--- src/rtl/rv_core_pkg.sv ---
// Shared core definitions: PC sequencer states, NOP encoding and default vectors.
package rv_core_pkg;

    localparam int unsigned XLEN = 32;

    localparam logic [XLEN-1:0] INSTR_NOP            = 32'h0000_0013;
    localparam logic [XLEN-1:0] DEFAULT_RESET_VECTOR = 32'h0000_0000;
    localparam logic [XLEN-1:0] DEFAULT_TRAP_VECTOR  = 32'h0000_0100;

    typedef enum logic [2:0] {
        ST_BOOT,
        ST_REQ,
        ST_RESP,
        ST_HOLD,
        ST_TRAP
    } pcseq_state_e;

endpackage

--- src/rtl/pc_sequencer_if.sv ---
// Instruction-memory fetch handshake with a single outstanding request.
interface pc_sequencer_if;
    import rv_core_pkg::*;

    logic            req;
    logic [XLEN-1:0] addr;
    logic            gnt;
    logic            rvalid;
    logic [XLEN-1:0] rdata;

    modport master (output req, output addr, input gnt, input rvalid, input rdata);
    modport slave  (input req, input addr, output gnt, output rvalid, output rdata);

endinterface

--- src/rtl/pc_sequencer.sv ---
// Owns the architectural PC, fetches one instruction at a time and hands it to decode.
// Misaligned jump/branch targets raise a one-cycle trap and redirect to TRAP_VECTOR.
module pc_sequencer
    import rv_core_pkg::*;
#(
    parameter logic [XLEN-1:0] RESET_VECTOR = DEFAULT_RESET_VECTOR,
    parameter logic [XLEN-1:0] TRAP_VECTOR  = DEFAULT_TRAP_VECTOR
) (
    input  logic            clk,
    input  logic            rst_n,
    input  logic            stall_i,
    input  logic            branch_taken_i,
    input  logic [XLEN-1:0] branch_target_i,
    input  logic            jump_i,
    input  logic [XLEN-1:0] jump_target_i,
    pc_sequencer_if.master  imem,
    output logic [XLEN-1:0] instr_o,
    output logic            instr_valid_o,
    output logic [XLEN-1:0] pc_o,
    output logic [XLEN-1:0] pc_plus4_o,
    output logic            trap_o,
    output logic [XLEN-1:0] trap_addr_o
);

    localparam logic [XLEN-1:0] PC_STEP = XLEN'(4);

    pcseq_state_e    r_state, w_state_d;
    logic [XLEN-1:0] r_pc, w_pc_d;
    logic [XLEN-1:0] r_instr, w_instr_d;
    logic [XLEN-1:0] r_pc_o, w_pc_o_d;
    logic [XLEN-1:0] r_pc_plus4;
    logic [XLEN-1:0] r_trap_addr, w_trap_addr_d;
    logic            r_req, r_valid, r_trap;
    logic [XLEN-1:0] w_next_pc;

    // Jump wins over branch; otherwise fall through to the next word.
    function automatic logic [XLEN-1:0] sel_next_pc(
        input logic            jump,
        input logic [XLEN-1:0] jump_target,
        input logic            taken,
        input logic [XLEN-1:0] branch_target,
        input logic [XLEN-1:0] pc
    );
        if (jump)       return jump_target;
        else if (taken) return branch_target;
        else            return pc + PC_STEP;
    endfunction

    assign w_next_pc = sel_next_pc(jump_i, jump_target_i, branch_taken_i, branch_target_i, r_pc);

    always_ff @(posedge clk or negedge rst_n) begin
        if (!rst_n) r_state <= ST_BOOT;
        else        r_state <= w_state_d;
    end

    always_comb begin
        w_state_d     = r_state;
        w_pc_d        = r_pc;
        w_instr_d     = r_instr;
        w_pc_o_d      = r_pc_o;
        w_trap_addr_d = r_trap_addr;
        unique case (r_state)
            ST_BOOT: w_state_d = ST_REQ;
            // rvalid is deliberately ignored here so responses from before a reset are dropped.
            ST_REQ: begin
                if (imem.gnt) w_state_d = ST_RESP;
            end
            ST_RESP: begin
                if (imem.rvalid) begin
                    w_instr_d = imem.rdata;
                    w_pc_o_d  = r_pc;
                    w_state_d = ST_HOLD;
                end
            end
            ST_HOLD: begin
                if (!stall_i) begin
                    if (w_next_pc[1:0] != 2'b00) begin
                        w_trap_addr_d = w_next_pc;
                        w_state_d     = ST_TRAP;
                    end else begin
                        w_pc_d    = w_next_pc;
                        w_state_d = ST_REQ;
                    end
                end
            end
            ST_TRAP: begin
                w_pc_d    = TRAP_VECTOR;
                w_state_d = ST_REQ;
            end
            default: w_state_d = ST_BOOT;
        endcase
    end

    // Datapath and state-decoded outputs, registered alongside the state.
    always_ff @(posedge clk or negedge rst_n) begin
        if (!rst_n) begin
            r_pc        <= RESET_VECTOR;
            r_instr     <= INSTR_NOP;
            r_pc_o      <= RESET_VECTOR;
            r_pc_plus4  <= RESET_VECTOR + PC_STEP;
            r_trap_addr <= '0;
            r_req       <= 1'b0;
            r_valid     <= 1'b0;
            r_trap      <= 1'b0;
        end else begin
            r_pc        <= w_pc_d;
            r_instr     <= w_instr_d;
            r_pc_o      <= w_pc_o_d;
            r_pc_plus4  <= w_pc_o_d + PC_STEP;
            r_trap_addr <= w_trap_addr_d;
            r_req       <= (w_state_d == ST_REQ);
            r_valid     <= (w_state_d == ST_HOLD);
            r_trap      <= (w_state_d == ST_TRAP);
        end
    end

    assign imem.req      = r_req;
    assign imem.addr     = r_pc;
    assign instr_o       = r_instr;
    assign instr_valid_o = r_valid;
    assign pc_o          = r_pc_o;
    assign pc_plus4_o    = r_pc_plus4;
    assign trap_o        = r_trap;
    assign trap_addr_o   = r_trap_addr;

endmodule

--- src/flat_wrapper.sv ---
// flat-port wrapper written by rule: the top's interface ports become plain ports
module pc_sequencer_flat import rv_core_pkg::*;
#(
    parameter logic [XLEN-1:0] RESET_VECTOR = DEFAULT_RESET_VECTOR,
    parameter logic [XLEN-1:0] TRAP_VECTOR  = DEFAULT_TRAP_VECTOR
)
  (clk, rst_n, stall_i, branch_taken_i, branch_target_i, jump_i, jump_target_i, instr_o, instr_valid_o, pc_o, pc_plus4_o, trap_o, trap_addr_o, imem_req, imem_addr, imem_gnt, imem_rvalid, imem_rdata);
  pc_sequencer_if imem_i ();
  input  logic clk;
  input  logic rst_n;
  input  logic stall_i;
  input  logic branch_taken_i;
  input  logic [XLEN-1:0] branch_target_i;
  input  logic jump_i;
  input  logic [XLEN-1:0] jump_target_i;
  output logic [XLEN-1:0] instr_o;
  output logic instr_valid_o;
  output logic [XLEN-1:0] pc_o;
  output logic [XLEN-1:0] pc_plus4_o;
  output logic trap_o;
  output logic [XLEN-1:0] trap_addr_o;
  output wire logic [$bits(imem_i.req)-1:0] imem_req;
  output wire logic [$bits(imem_i.addr)-1:0] imem_addr;
  input wire logic [$bits(imem_i.gnt)-1:0] imem_gnt;
  input wire logic [$bits(imem_i.rvalid)-1:0] imem_rvalid;
  input wire logic [$bits(imem_i.rdata)-1:0] imem_rdata;
  assign imem_req = imem_i.req;
  assign imem_addr = imem_i.addr;
  assign imem_i.gnt = imem_gnt;
  assign imem_i.rvalid = imem_rvalid;
  assign imem_i.rdata = imem_rdata;
  pc_sequencer #(.RESET_VECTOR(RESET_VECTOR), .TRAP_VECTOR(TRAP_VECTOR)) u_core (.clk(clk), .rst_n(rst_n), .stall_i(stall_i), .branch_taken_i(branch_taken_i), .branch_target_i(branch_target_i), .jump_i(jump_i), .jump_target_i(jump_target_i), .imem(imem_i), .instr_o(instr_o), .instr_valid_o(instr_valid_o), .pc_o(pc_o), .pc_plus4_o(pc_plus4_o), .trap_o(trap_o), .trap_addr_o(trap_addr_o));
endmodule
--- config.mk ---
export PLATFORM = sky130hd
export DESIGN_NAME = pc_sequencer_flat
export DESIGN_NICKNAME = d
export VERILOG_FILES = /design/src/rtl/rv_core_pkg.sv /design/src/rtl/pc_sequencer_if.sv /design/src/rtl/pc_sequencer.sv /design/src/flat_wrapper.sv
export SDC_FILE = /design/constraint.sdc
export NUM_CORES = 1
export LEC_CHECK = 0
export BUFFER_PORTS_ARGS = -buffer_cell sky130_fd_sc_hd__buf_4
export CAP_MARGIN = 20
export CORE_MARGIN = 2
export CORE_UTILIZATION = 30
export DETAILED_ROUTE_END_ITERATION = 7
export PLACE_DENSITY = 0.58
export SKIP_LAST_GASP = 1
export SLEW_MARGIN = 20
export SYNTH_ARGS = -nofsm -noshare
export SYNTH_HDL_FRONTEND = slang
export SYNTH_SLANG_ARGS = --single-unit
--- constraint.sdc ---
create_clock -name clk -period 2.45 [get_ports clk]
set_clock_uncertainty 0.1 [all_clocks]
set_input_delay 0.1225 -clock clk [delete_from_list [all_inputs] [get_ports clk]]
set_output_delay 0.1225 -clock clk [all_outputs]
set_load 0.05 [all_outputs]
# Word level (Yosys, flattened, before mapping)
# Cells that the tools add are included.
op_classes:
  addsub: 2
  n_eq_ne: 9
  muxes: 12
  bitwise_logic: 1
  n_reduce_logical: 7
op_table:
  columns: ["cell", "n"]
  rows:
  - ["two-way mux 32 bit", 6]
  - ["adder 32 x 3 -> 32 bit, second input constant", 2]
  - ["case mux 32 bit (2 select lines)", 1]
  - ["two-way mux 3 bit", 4]
  - ["case mux 3 bit (4 select lines)", 1]
  - ["== test 3 x 2 -> 1 bit, second input constant", 3]
  - ["== test 3 x 1 -> 1 bit, second input constant", 2]
  - ["== test 3 bit, second input constant", 2]
  - ["AND reduction 3 bit", 2]
  - ["inequality test 2 bit, second input constant", 2]
  - ["nonzero test 2 bit", 2]
  - ["logical NOT 3 bit", 1]
  - ["AND reduction 2 bit", 1]
  - ["OR reduction 2 bit", 1]
  - ["NOT 1 bit", 1]
word_totals:
  reg_bits: 166
  inputBits: 103
  output_inout_bits: 163

# Longest topological paths before layout
logic_depth:
  ltp_word: 8
  depth_mapped: 10
  ltp_nobuf: 8

# Least setup slack after synthesis
# OpenSTA, ideal clock, no wires.
synth_timing:
  path_kind: "register -> register"
  start: "register u_core.r_pc[11], in the netlist u_core.imem.addr[11]"
  end: "register u_core.r_trap_addr[20], in the netlist u_core.trap_addr_o[20]"
  setup_ns: 0.125
  arrival_ns: 2.420
  path_slack_ns: -0.195
  stages_incl_launch_ff: 9
  period_less_slack_ns: 2.645
  path_cell_list: "dfrtp_1 buf_4 nand2_1 or4_4 buf_6 nor2_1 mux2i_1 o21ai_0 mux2_2"
synth_via:
  elab_chain_len: 3
synth_lines:
  columns: ["element", "line_no", "text"]
  rows:
  - ["from (decl)", "pc_sequencer.sv:28", "logic [XLEN-1:0] r_pc, w_pc_d;"]
  - ["from (signal assigned)", "pc_sequencer.sv:106", "r_pc <= w_pc_d;"]
  - ["adder 32 x 3 -> 32 bit", "pc_sequencer.sv:46", "else return pc + PC_STEP;"]
  - ["two-way mux 32 bit", "pc_sequencer.sv:45", "else if (taken) return branch_target;"]
  - ["two-way mux 32 bit", "pc_sequencer.sv:44", "if (jump) return jump_target;"]
  - ["to (signal assigned)", "pc_sequencer.sv:110", "r_trap_addr <= w_trap_addr_d;"]
  - ["to (decl)", "pc_sequencer.sv:32", "logic [XLEN-1:0] r_trap_addr, w_trap_addr_d;"]
# Every way passes these cells.
# A chain may end at the register's enable or synchronous reset.

# Worst setup path after layout
layout_timing:
  start: "register u_core.r_state[2]"
  end: "register u_core.r_pc_plus4[22], in the netlist u_core.pc_plus4_o[22]"
layout_via:
  elab_chain_len: 3
layout_lines:
  columns: ["element", "line_no", "text"]
  rows:
  - ["from (decl)", "pc_sequencer.sv:27", "pcseq_state_e r_state, w_state_d;"]
  - ["from (signal assigned)", "pc_sequencer.sv:53", "else r_state <= w_state_d;"]
  - ["== test 3 x 2 -> 1 bit", "pc_sequencer.sv:62", "unique case (r_state)"]
  - ["two-way mux 32 bit", "pc_sequencer.sv:62", null]
  - ["net u_core.w_pc_o_d[2]", "pc_sequencer.sv:30", "logic [XLEN-1:0] r_pc_o, w_pc_o_d;"]
  - ["adder 32 x 3 -> 32 bit", "pc_sequencer.sv:109", "r_pc_plus4 <= w_pc_o_d + PC_STEP;"]
  - ["to (signal assigned)", "pc_sequencer.sv:100", "r_pc_plus4 <= RESET_VECTOR + PC_STEP;"]
  - ["to (signal assigned)", "pc_sequencer.sv:109", null]
  - ["to (decl)", "pc_sequencer.sv:31", "logic [XLEN-1:0] r_pc_plus4;"]
# The timed path passes the listed nets, and every way through them passes these cells.

==> impl_metrics.py <==
metrics = {
    "run_status": {
        "status": "finished, violations left",
        "failed_checks": "design-rule violations",
    },
    "clocking": {
        "path_clk_slew_ns": 0.07,
        "htree_levels": 4,
        "cts_buffers": 17,
        "cts_setup_buffers": 0,
        "cts_tree": "done",
        "cts_max_path_buffers": 2,
        "clock_tree.root_cell": "clkbuf_16",
        "numClockSinks": 164,
        "insertion_delay_ns": 0.43,
    },
    "sta": {
        "holdWs_ns": 0.0233,
        "slew_viol_final": 0,
        "worst_pin_slew_ns": 0.781,
        "finalCritPeriodShare_pct": 93.9,
        "rsz0062_at_grt": "yes",
        "slew-limit-headroom_pct": 47.7,
        "setup_viol": 0,
        "fmax_ghz": 0.435,
        "finalHoldViolCount": 0,
        "finalCriticalPeriod_ns": 2.30,
    },
    "logic_synthesis": {
        "synthSimpleGateAreaFrac_pct": 22.4,
        "ys.flop_type": "dfrtp_1",
        "ys_seq_area_share_pct": 51.5,
        "synth_top_family_by_area": "simple AND/OR/NAND/NOR gates",
        "synth_seq_cells": 164,
        "synthArstFlopShare_pct": 100,
        "muxShareOfSynthArea_pct": 2.54,
        "netlist_area_um2": 7990,
        "synth_most_common_cell": "nand2_1",
        "ys_warn_count": 0,
        "synth_top_area_share_pct": 50.1,
        "synth-adder-area-share_pct": 0.313,
        "synth_xor_area_share_pct": 5.26,
        "synth_edf_count": 0,
        "synth_top_area_cell": "dfrtp_1",
        "synth_common_cells": "nand2_1 (227), dfrtp_1 (160), o21ai_0 (72)",
        "avgSynthCellArea_um2": 9.05,
        "synth_nets": 987,
        "syn_inst": 882,
        "synthDistinctLibCells": 66,
        "synth-compound-area-share_pct": 13.7,
        "ys_top_cells_by_area": "dfrtp_1 (50%), nand2_1 (11%), o21ai_0 (4.5%)",
    },
    "critical_path": {
        "r2r-end": "u_core.pc_plus4_o[22]$_DFF_PN0_",
        "start_kind": "flip-flop",
        "rrSetupSlack_ns": 0.15,
        "cp-startpoint": "u_core.r_state[2]$_DFF_PN0_",
        "rr_worst_depth": 8,
        "r2r-start": "u_core.r_state[2]$_DFF_PN0_",
        "worstPathArrival_ns": 2.54,
        "worstPathCellList": "and4bb_2 -> mux2i_1 -> inv_1 -> ha_1 -> o21ai_0 -> or2_2 -> nor2_1 -> xor2_1",
        "cp-end-kind": "flip-flop",
        "slowest_stage": "and4bb_2",
        "endpoint": "u_core.pc_plus4_o[22]$_DFF_PN0_",
        "required_ns": 2.69,
        "worst-path-max-fanout": 9,
        "slowest_delay_ns": 0.48,
        "critical_path_class": "flip-flop to flip-flop",
    },
    "route": {
        "drc_errors": 22,
        "vias": 7845,
        "first_pass_iters": 7,
        "final_antenna_net_count": 0,
        "routed_wl_um": 29800,
        "first_iter_violations": 734,
        "post_drt_wl_per_cell_um": 19.0,
        "routed_via_density": 4.99,
    },
    "place": {
        "hpwl_um": 22700,
        "io_buffers": 265,
        "gp_congestion": 0.938,
        "placed_cells": 1483,
        "dpl_cell_area_um2": 10700,
    },
    "global_routing": {
        "grt_start_max_net_pins": 62,
        "grt_usage_pct": 21.4,
        "grt_first_pass_wirelength_um": 46000,
        "use_met2_pct": 33.0,
        "grt_pass1_vias": 7881,
        "antenna_found_initial": 1,
        "grt-busiest-layer": "met2",
        "use_met3_pct": 5.41,
        "use_met1_pct": 29.0,
        "overflow": 0,
    },
    "floorplanning": {
        "row_count": 59,
        "io_pins": 266,
        "die_x_um": 167,
        "dieArea_um2": 27900,
        "die_height_um": 167,
        "core_um2": 26100,
        "initial_core_util_pct": 30.6,
    },
    "power": {
        "finalPower_uw": 16500,
        "internal_power_uw": 8140,
        "p_sw_uw": 8390,
        "p_comb_share_pct": 55.2,
        "pwr-share-clk_pct": 16.2,
        "swShare_pct": 50.7,
        "p_leak_uw": 0.00583,
        "pwr-share-seq_pct": 28.6,
        "irDropWorstVdd_uv": 667,
        "cellPowerDensity_nw_per_um2": 1400,
    },
    "final_layout": {
        "area_growth_pct": 48.0,
        "fin_area_um2": 11800,
        "final_nets": 1328,
        "n_antenna_cell": 0,
        "drive_gt1_share_pct": 31.8,
        "stdcell_count": 1571,
    },
    "job": {
        "maxCapViolCount": 0,
    },
    "worst_hold_path": {
        "hp-class": "input pin to flip-flop",
    },
}
[cell usage in the layout (no fill, tap or decap), types with 4 or more instances in the layout]
cell and n:
mux2i_1 18, and2_1 5, o21a_1 5, buf_4 320, nand3_1 40, a22o_1 5
nor3_1 8, o2bb2ai_1 6, xnor2_1 25, o31ai_1 9, clkbuf_16 17, a31oi_1 8
dfrtp_1 149, a211oi_1 5, nor3b_1 4, nand2_1 227, dlygate4sd3_1 56, o21ai_0 72
nand2b_1 6, inv_1 22, xor2_1 23, nand4_1 14, and3_1 10, nor4_1 4
o22ai_1 5, dfrtp_2 11, nor2_1 47, a21oi_1 31, dfstp_2 4
[worst min path at each step]
stage                                  from                            endpoint  slack (ns)  cells after the start
after floorplan                       rst_n     u_core.imem.addr[0]$_DFFE_PN0P_       -0.27                      0
after global placement                rst_n       u_core.instr_o[9]$_DFFE_PN0P_        0.07                      1
after detailed placement              rst_n       u_core.instr_o[9]$_DFFE_PN0P_        0.06                      1
after CTS                 jump_target_i[26]    u_core.imem.addr[26]$_DFFE_PN0P_       0.007                      5
after global routing      jump_target_i[14]  u_core.trap_addr_o[14]$_DFFE_PN0P_        0.02                      4
final                     jump_target_i[26]    u_core.imem.addr[26]$_DFFE_PN0P_        0.02                      5
[cells by family (layout without fill, tap and decap cells)]
group,Yosys count,after routing
AND/OR/NAND/NOR,391,391
AO/OA/AOI/OAI,176,176
flip-flops,164,164
buffers and inverters,81,435
XOR/XNOR,48,48
multiplexers,20,20
adder cells (fa/ha/maj),2,2
[per-layer routing]
| layer | up-vias | wire length [um] |
|---|---|---|
| met5 | - | 13 |
| met4 | 2 | 991 |
| met3 | 54 | 2660 |
| met2 | 356 | 13300 |
| met1 | 3725 | 12900 |
| li1 | 3708 | - |
[sequential cells by signal, indices dropped and copies added (netlist names)]
register,flops
u_core.imem.addr,32
u_core.pc_o,32
u_core.trap_o,1
u_core.instr_o,32
u_core.trap_addr_o,32
u_core.r_state,3
u_core.pc_plus4_o,30
u_core.instr_valid_o,1
u_core.imem.req,1
[timing repair]
item | CTS | global route
resized for setup | 0 | 2
endpoints found under the hold margin | 115 | 0
hold buffers | 56 | 0
setup endpoints to repair | 0 | 5
[cell type report]
class	instances	area (um^2)
flip-flops and latches	164	4120
repair buffers	381	3050
inverters	22	82.6
multi-input cells	637	3560
fillers	2559	14300
well taps	335	419
clock inverters	11	128
clock buffers	21	460
[power groups by stage]
stage,Sequential (uW),Combinational (uW),Clock [uW]
floorplan,8500,1900,0
global placement,4760,8980,0
detailed placement,4760,9030,0
CTS,4720,9140,2750
global route,4870,9630,2850
finish,4720,9130,2680
[worst max-delay path: cells and delay by family, from the launching register on]
kind,cells,cell delay (ns)
compound gates,1,0.14
xor+xnor,1,0.17
fa+ha+maj,1,0.23
buf+inv,1,0.11
mux,1,0.15
simple gates,3,0.97
flops,1,0.38
[through the flow]
stage	setup slack [ns]	utilization, %	setup TNS, ns
floorplan	0.0321	-	0
global placement	0.179	40.8	0
detailed placement	0.116	40.8	0
CTS	0.0982	45.2	0
global route	-0.00645	45.2	-0.00645
finish	0.149	45.2	0
Note: power is estimated with default switching activity, not from simulation.
